[src/rtl/bf_pkg.sv]
// Shared opcode, state and width definitions for the Brainfuck execution core.
// The core, its bus interface and the opcode decoder all import this package.
package bf_pkg;

  localparam int AW = 9;
  localparam int DW = 8;

  localparam logic [DW-1:0] OP_INC   = 8'h2B;
  localparam logic [DW-1:0] OP_DEC   = 8'h2D;
  localparam logic [DW-1:0] OP_RIGHT = 8'h3E;
  localparam logic [DW-1:0] OP_LEFT  = 8'h3C;
  localparam logic [DW-1:0] OP_LOOP  = 8'h5B;
  localparam logic [DW-1:0] OP_END   = 8'h5D;
  localparam logic [DW-1:0] OP_HALT  = 8'h00;

  typedef enum logic [3:0] {
    ST_FETCH   = 4'h0,
    ST_EXEC    = 4'h1,
    ST_SF_WAIT = 4'h2,
    ST_SF_CHK  = 4'h3,
    ST_SB_WAIT = 4'h4,
    ST_SB_CHK  = 4'h5,
    ST_HALT    = 4'hF
  } state_t;

  // One-hot opcode class; all-zero means the byte is a NOP.
  typedef struct packed {
    logic inc;
    logic dec;
    logic right;
    logic left;
    logic loop;
    logic fin;
    logic halt;
  } op_class_t;

endpackage

[src/rtl/bf_exec_core_if.sv]
// Bus between the execution core and its code ROM / data RAM, plus the state probe.
// master = core side, slave = memory / observer side.
interface bf_exec_core_if;
  import bf_pkg::*;

  logic [DW-1:0] code_in;
  logic [DW-1:0] data_in;
  logic [AW-1:0] addr_code;
  logic [AW-1:0] addr_array;
  logic [DW-1:0] data_out;
  logic          write_rq;
  logic [3:0]    probe;

  modport master (
    input  code_in, data_in,
    output addr_code, addr_array, data_out, write_rq, probe
  );

  modport slave (
    output code_in, data_in,
    input  addr_code, addr_array, data_out, write_rq, probe
  );

endinterface

[src/rtl/bf_exec_core_decode.sv]
// Combinational opcode classifier: maps an ASCII opcode byte onto a one-hot class.
// Bytes outside the instruction set (including '.' and ',') yield an all-zero class.
module bf_exec_core_decode
  import bf_pkg::*;
(
  input  logic [DW-1:0] code,
  output op_class_t     cls
);

  always_comb begin
    cls = '0;
    case (code)
      OP_INC:   cls.inc   = 1'b1;
      OP_DEC:   cls.dec   = 1'b1;
      OP_RIGHT: cls.right = 1'b1;
      OP_LEFT:  cls.left  = 1'b1;
      OP_LOOP:  cls.loop  = 1'b1;
      OP_END:   cls.fin   = 1'b1;
      OP_HALT:  cls.halt  = 1'b1;
      default:  ;
    endcase
  end

endmodule

[src/rtl/bf_exec_core.sv]
// Brainfuck execution core: two-cycle fetch/execute over a sync code ROM and data RAM,
// with bracket matching done by stepping the PC through the ROM while counting depth.
module bf_exec_core
  import bf_pkg::*;
(
  input  logic              clk,
  input  logic              reset,
  bf_exec_core_if.master    bus
);

  localparam logic [AW-1:0] ONE = AW'(1);

  state_t        state;
  logic [AW-1:0] pc;
  logic [AW-1:0] dp;
  logic [AW-1:0] depth;

  op_class_t     cls;
  logic          cell_zero;
  logic          pc_last;
  logic          pc_first;
  logic [AW-1:0] depth_fwd;
  logic [AW-1:0] depth_bwd;
  logic          do_write;

  bf_exec_core_decode u_decode (
    .code (bus.code_in),
    .cls  (cls)
  );

  assign cell_zero = (bus.data_in == '0);
  assign pc_last   = (pc == '1);
  assign pc_first  = (pc == '0);

  // Forward scan nests on '[' and unwinds on ']'; backward scan is the mirror image.
  assign depth_fwd = cls.loop ? depth + ONE : (cls.fin  ? depth - ONE : depth);
  assign depth_bwd = cls.fin  ? depth + ONE : (cls.loop ? depth - ONE : depth);

  // Write strobe is combinational so the RAM commits on the edge that ends EXEC,
  // and the following FETCH re-reads the freshly written cell.
  assign do_write     = reset && (state == ST_EXEC) && (cls.inc || cls.dec);
  assign bus.write_rq = do_write;
  assign bus.data_out = !do_write ? '0
                      : (cls.inc ? bus.data_in + 8'd1 : bus.data_in - 8'd1);

  assign bus.addr_code  = pc;
  assign bus.addr_array = dp;
  assign bus.probe      = state;

  always_ff @(posedge clk) begin
    if (!reset) begin
      state <= ST_FETCH;
      pc    <= '0;
      dp    <= '0;
      depth <= '0;
    end else begin
      case (state)
        ST_FETCH: state <= ST_EXEC;

        ST_EXEC: begin
          state <= ST_FETCH;
          if (cls.right) dp <= dp + ONE;
          if (cls.left)  dp <= dp - ONE;
          if (cls.halt) begin
            // PC ends one past the halt byte so the stop position is observable.
            state <= ST_HALT;
            if (!pc_last) pc <= pc + ONE;
          end else if (cls.fin && !cell_zero) begin
            depth <= ONE;
            if (pc_first) begin
              state <= ST_HALT;
            end else begin
              pc    <= pc - ONE;
              state <= ST_SB_WAIT;
            end
          end else begin
            if (cls.loop && cell_zero) begin
              depth <= ONE;
              state <= ST_SF_WAIT;
            end
            if (pc_last) state <= ST_HALT;
            else         pc    <= pc + ONE;
          end
        end

        ST_SF_WAIT: state <= ST_SF_CHK;

        ST_SF_CHK: begin
          depth <= depth_fwd;
          if (pc_last) begin
            state <= ST_HALT;
          end else begin
            pc    <= pc + ONE;
            state <= (depth_fwd == '0) ? ST_FETCH : ST_SF_WAIT;
          end
        end

        ST_SB_WAIT: state <= ST_SB_CHK;

        ST_SB_CHK: begin
          depth <= depth_bwd;
          if (depth_bwd == '0) begin
            // Resume just after the matching '['.
            if (pc_last) begin
              state <= ST_HALT;
            end else begin
              pc    <= pc + ONE;
              state <= ST_FETCH;
            end
          end else if (pc_first) begin
            state <= ST_HALT;
          end else begin
            pc    <= pc - ONE;
            state <= ST_SB_WAIT;
          end
        end

        ST_HALT: state <= ST_HALT;

        default: state <= ST_HALT;
      endcase
    end
  end

endmodule

[src/flat_wrapper.sv]
// flat-port wrapper written by rule: the top's interface ports become plain ports
module bf_exec_core_flat import bf_pkg::*;
  (clk, reset, bus_code_in, bus_data_in, bus_addr_code, bus_addr_array, bus_data_out, bus_write_rq, bus_probe);
  bf_exec_core_if bus_i ();
  input  logic clk;
  input  logic reset;
  input wire logic [$bits(bus_i.code_in)-1:0] bus_code_in;
  input wire logic [$bits(bus_i.data_in)-1:0] bus_data_in;
  output wire logic [$bits(bus_i.addr_code)-1:0] bus_addr_code;
  output wire logic [$bits(bus_i.addr_array)-1:0] bus_addr_array;
  output wire logic [$bits(bus_i.data_out)-1:0] bus_data_out;
  output wire logic [$bits(bus_i.write_rq)-1:0] bus_write_rq;
  output wire logic [$bits(bus_i.probe)-1:0] bus_probe;
  assign bus_i.code_in = bus_code_in;
  assign bus_i.data_in = bus_data_in;
  assign bus_addr_code = bus_i.addr_code;
  assign bus_addr_array = bus_i.addr_array;
  assign bus_data_out = bus_i.data_out;
  assign bus_write_rq = bus_i.write_rq;
  assign bus_probe = bus_i.probe;
  bf_exec_core u_core (.clk(clk), .reset(reset), .bus(bus_i));
endmodule
[config.mk]
export PLATFORM = sky130hd
export DESIGN_NAME = bf_exec_core_flat
export DESIGN_NICKNAME = d
export VERILOG_FILES = /design/src/rtl/bf_pkg.sv /design/src/rtl/bf_exec_core_if.sv /design/src/rtl/bf_exec_core_decode.sv /design/src/rtl/bf_exec_core.sv /design/src/flat_wrapper.sv
export SDC_FILE = /design/constraint.sdc
export NUM_CORES = 1
export LEC_CHECK = 0
export ABC_AREA = 1
export BUFFER_PORTS_ARGS = -buffer_cell sky130_fd_sc_hd__buf_2
export CAP_MARGIN = 30
export CORE_UTILIZATION = 63
export DETAILED_ROUTE_END_ITERATION = 10
export PLACE_DENSITY = 0.84
export SETUP_SLACK_MARGIN = 0.2
export SLEW_MARGIN = 20
export SYNTH_ARGS = -nofsm -noshare
export SYNTH_HDL_FRONTEND = slang
export SYNTH_SLANG_ARGS = --single-unit
[constraint.sdc]
create_clock -name clk -period 6.03 [get_ports clk]
set_input_delay 0.9045 -clock clk [delete_from_list [all_inputs] [get_ports clk]]
set_output_delay 0.9045 -clock clk [all_outputs]
set_load 0.005 [all_outputs]
==> results.py <==
metrics = {
    "outcome": {
        "outcome": "finished clean",
    },
    "min_path": {
        "hold_class": "flip-flop to flip-flop",
    },
    "sta": {
        "min_period_ps": 4201,
        "slew-limit-headroom_pct": 55.50,
        "rsz0062_at_grt": "no",
        "setup_ws_ps": 1829,
        "worst_pin_slew_ps": 665.1,
        "final_hold_viol_count": 0,
        "maxSlewViolCount": 0,
        "setup_tns_ps": 0,
        "fin_crit_sh_pct": 69.66,
        "skew_ps": 3.186,
        "finalSetupViolCount": 0,
        "max_freq_mhz": 238.1,
    },
    "pwr": {
        "p_sw_share_pct": 34.72,
        "ir_drop_v": 0.0001381,
        "seqPwrFrac_pct": 42.0,
        "power.density_nw_per_um2": 135.6,
        "p_leak_nw": 2.122,
        "clock_power_share_pct": 33.0,
        "combPwrFrac_pct": 25.0,
        "internal_power_w": 0.0003421,
        "switchingPower_w": 0.0001820,
    },
    "logic_synthesis": {
        "synth_edf_count": 0,
        "synth_top_area_share_pct": 17.88,
        "syn_area_um2": 3471,
        "syn_avg_cell_area_um2": 6.187,
        "syn_inst": 561,
        "ys_seq_area_share_pct": 17.88,
        "synthesis.nets": 598,
        "yosysWarnings": 0,
        "yosysTopAreaCell": "dfxtp_1",
        "synthTopCellsByCount": "nand2_1 (114), inv_1 (85), nor2_1 (69), nand3_1 (59), o21ai_0 (41)",
        "async_flop_share_pct": 0,
        "synth_most_common_cell": "nand2_1",
        "synth.distinct_cells": 46,
        "synth-seq-cells": 31,
        "yosys-top-cells-area": "dfxtp_1 (18%), nand2_1 (12%), inv_1 (9.2%)",
        "synthFlopType": "dfxtp_1",
    },
    "critical_path": {
        "path_buf_inv": 3,
        "max_stage_delay_ps": 370,
        "cp-start-kind": "primary input",
        "critPathCaptureType": "output pin",
        "crit_required_ps": 5130,
        "crit_arrival_ps": 3300,
        "slowest_stage": "ha_1",
        "path_cells": "buf_2 > nor2_1 > nand2_1 > nor2_1 > inv_1 > ha_1 > a21oi_1 > and2_1 > nor2_1 > nor2_1 > o21bai_1 > nand2_1 > nand2_1 > a21oi_1 > nand2_1 > nand2_1 > nor2_1 > buf_2",
        "crit_type": "primary input to output pin",
        "crit_family": "simple AND/OR/NAND/NOR gates",
        "cp_max_fo": 6,
    },
    "placement": {
        "gp_congestion": 0.9010,
        "dpl-instance-area_um2": 3762,
        "dpl.hpwl_um": 6476,
        "pre_cts_ws_ps": 1882,
        "numPortBuffers": 48,
    },
    "global_routing": {
        "antenna_found_initial": 0,
        "grt.overflow.total": 0,
        "grt_pass1_vias": 3361,
        "grt_start_max_net_pins": 24,
        "grt_usage_pct": 29.69,
        "grt_pass1_wl_um": 14510,
    },
    "cts": {
        "cts_tree": "built",
        "h-tree-depth": 2,
        "cts_buffers": 5,
        "cts_resized": 0,
        "cts-hold-fix-buffers": 0,
        "clockBufferDepth": 2,
        "clk_latency_ps": 290,
        "cts-root-buf": "clkbuf_8",
        "clk_pin_slew_worst_paths_ps": 70,
        "clock_sinks": 31,
        "post_cts_buffers": 0,
    },
    "floorplan": {
        "fp.dieH_um": 76.23,
        "die_area_um2": 5810,
        "io_pins": 49,
        "die_w_um": 76.23,
        "fp-row-count": 26,
        "start_util_pct": 66.68,
        "core-area_um2": 5205,
    },
    "drt": {
        "dr.pass1.iters": 5,
        "dr_total_vias": 3771,
        "viasPerCell": 5.537,
        "drc": 0,
        "routed_wl_um": 8448,
        "ant_nets": 0,
        "wl_per_cell_um": 12.41,
        "drt_iter0_drc": 281,
    },
    "finish": {
        "design_area_um2": 3864,
        "layout-drive-gt1-share_pct": 16.86,
        "post-route-util_pct": 74.23,
        "synthToLayoutAreaGrowth_pct": 11.32,
        "fin_nets": 647,
        "fillers": 436,
        "n_antenna_cell": 0,
    },
    "job": {
        "cap_violations": 0,
    },
}
## sequential cells by signal, indices dropped and copies added (netlist names)
signal / flops
u_core.depth: 9
u_core.bus.addr_array: 9
u_core.bus.probe: 4
u_core.bus.addr_code: 9
## cells in the final DEF (no fill, tap or decap), drive strengths merged, types with 3 or more instances in the layout
cell type | synthesis | final
o211ai | 5 | 5
nor3 | 6 | 6
clkbuf | 3 | 5
ha | 17 | 17
dfxtp | 31 | 31
nand4 | 10 | 10
a21oi | 27 | 27
buf | 4 | 49
nor2 | 80 | 80
o21ai | 45 | 45
nand2 | 127 | 127
o22ai | 3 | 3
a221oi | 3 | 3
nor4 | 3 | 3
inv | 91 | 91
clkinv | 4 | 6
xor2 | 17 | 17
and2 | 3 | 3
nand3 | 67 | 67
## cell type report
class                           count  area [um^2]  share of cell area [%]
Timing Repair Buffer               49        247.7                   6.412
Clock buffer                        5        68.82                   1.781
Inverter                           95        361.6                   9.359
Sequential cell                    31        620.6                   16.06
Clock inverter                      3        25.02                  0.6477
Multi-Input combinational cell    428         2452                   63.47
Tap cell                           70        87.58                   2.267
## metal layers
metal / GRT usage, % / wire length (um) / up-vias
met1: 38.02 / 3740 / 1682
met5: 0 / 0 / -
met3: 4.072 / 535 / 14
met2: 51.35 / 4051 / 147
met4: 9.231 / 121 / 0
li1: - / - / 1928
## power groups by stage
| stage | Clock (W) | Sequential (W) | Combinational (W) |
|---|---|---|---|
| finish | 0.000173 | 0.000220 | 0.000131 |
| global route | 0.000185 | 0.000221 | 0.000149 |
| CTS | 0.000175 | 0.000220 | 0.000130 |
| detailed placement | 0 | 0.000225 | 0.000129 |
| global placement | 0 | 0.000224 | 0.000126 |
| floorplan | 0 | 0.000223 | 0.0000973 |
## kinds of logic after synthesis
kind of cell               Yosys count  share of synthesized area [%]
xor gates and xnor gates            19                          4.795
DFF                                 31                          17.88
AOI/OAI and AO/OA                   93                          15.39
and+or+nand+nor                    297                          43.19
adders and majority gates           19                          7.282
buffers and inverters              102                          11.46
## through the flow
| step | power, W | instances | hold WS [ps] |
|---|---|---|---|
| 3_5_place_dp | 0.0003534 | 672 | 478.1 |
| 4_1_cts | 0.0005247 | 680 | 505.0 |
| 3_3_place_gp | 0.0003504 | 672 | 459.0 |
| 6_report | 0.0005240 | 681 | 499.3 |
| 2_1_floorplan | 0.0003207 | 561 | 454.7 |
| 5_1_grt | 0.0005554 | 681 | 533.1 |
## final timing paths
check,from,to,slack [ps],depth (start not counted)
hold / removal,u_core.bus.addr_array[0],u_core.bus.addr_array[0],500,1
setup / recovery,bus_code_in[7],bus_data_out[7],1830,18
hold reg to reg,u_core.bus.addr_array[0],u_core.bus.addr_array[0],500,1
setup reg to reg,u_core.depth[1],u_core.bus.addr_code[5],3710,12
(Power assumes the default switching activity.)
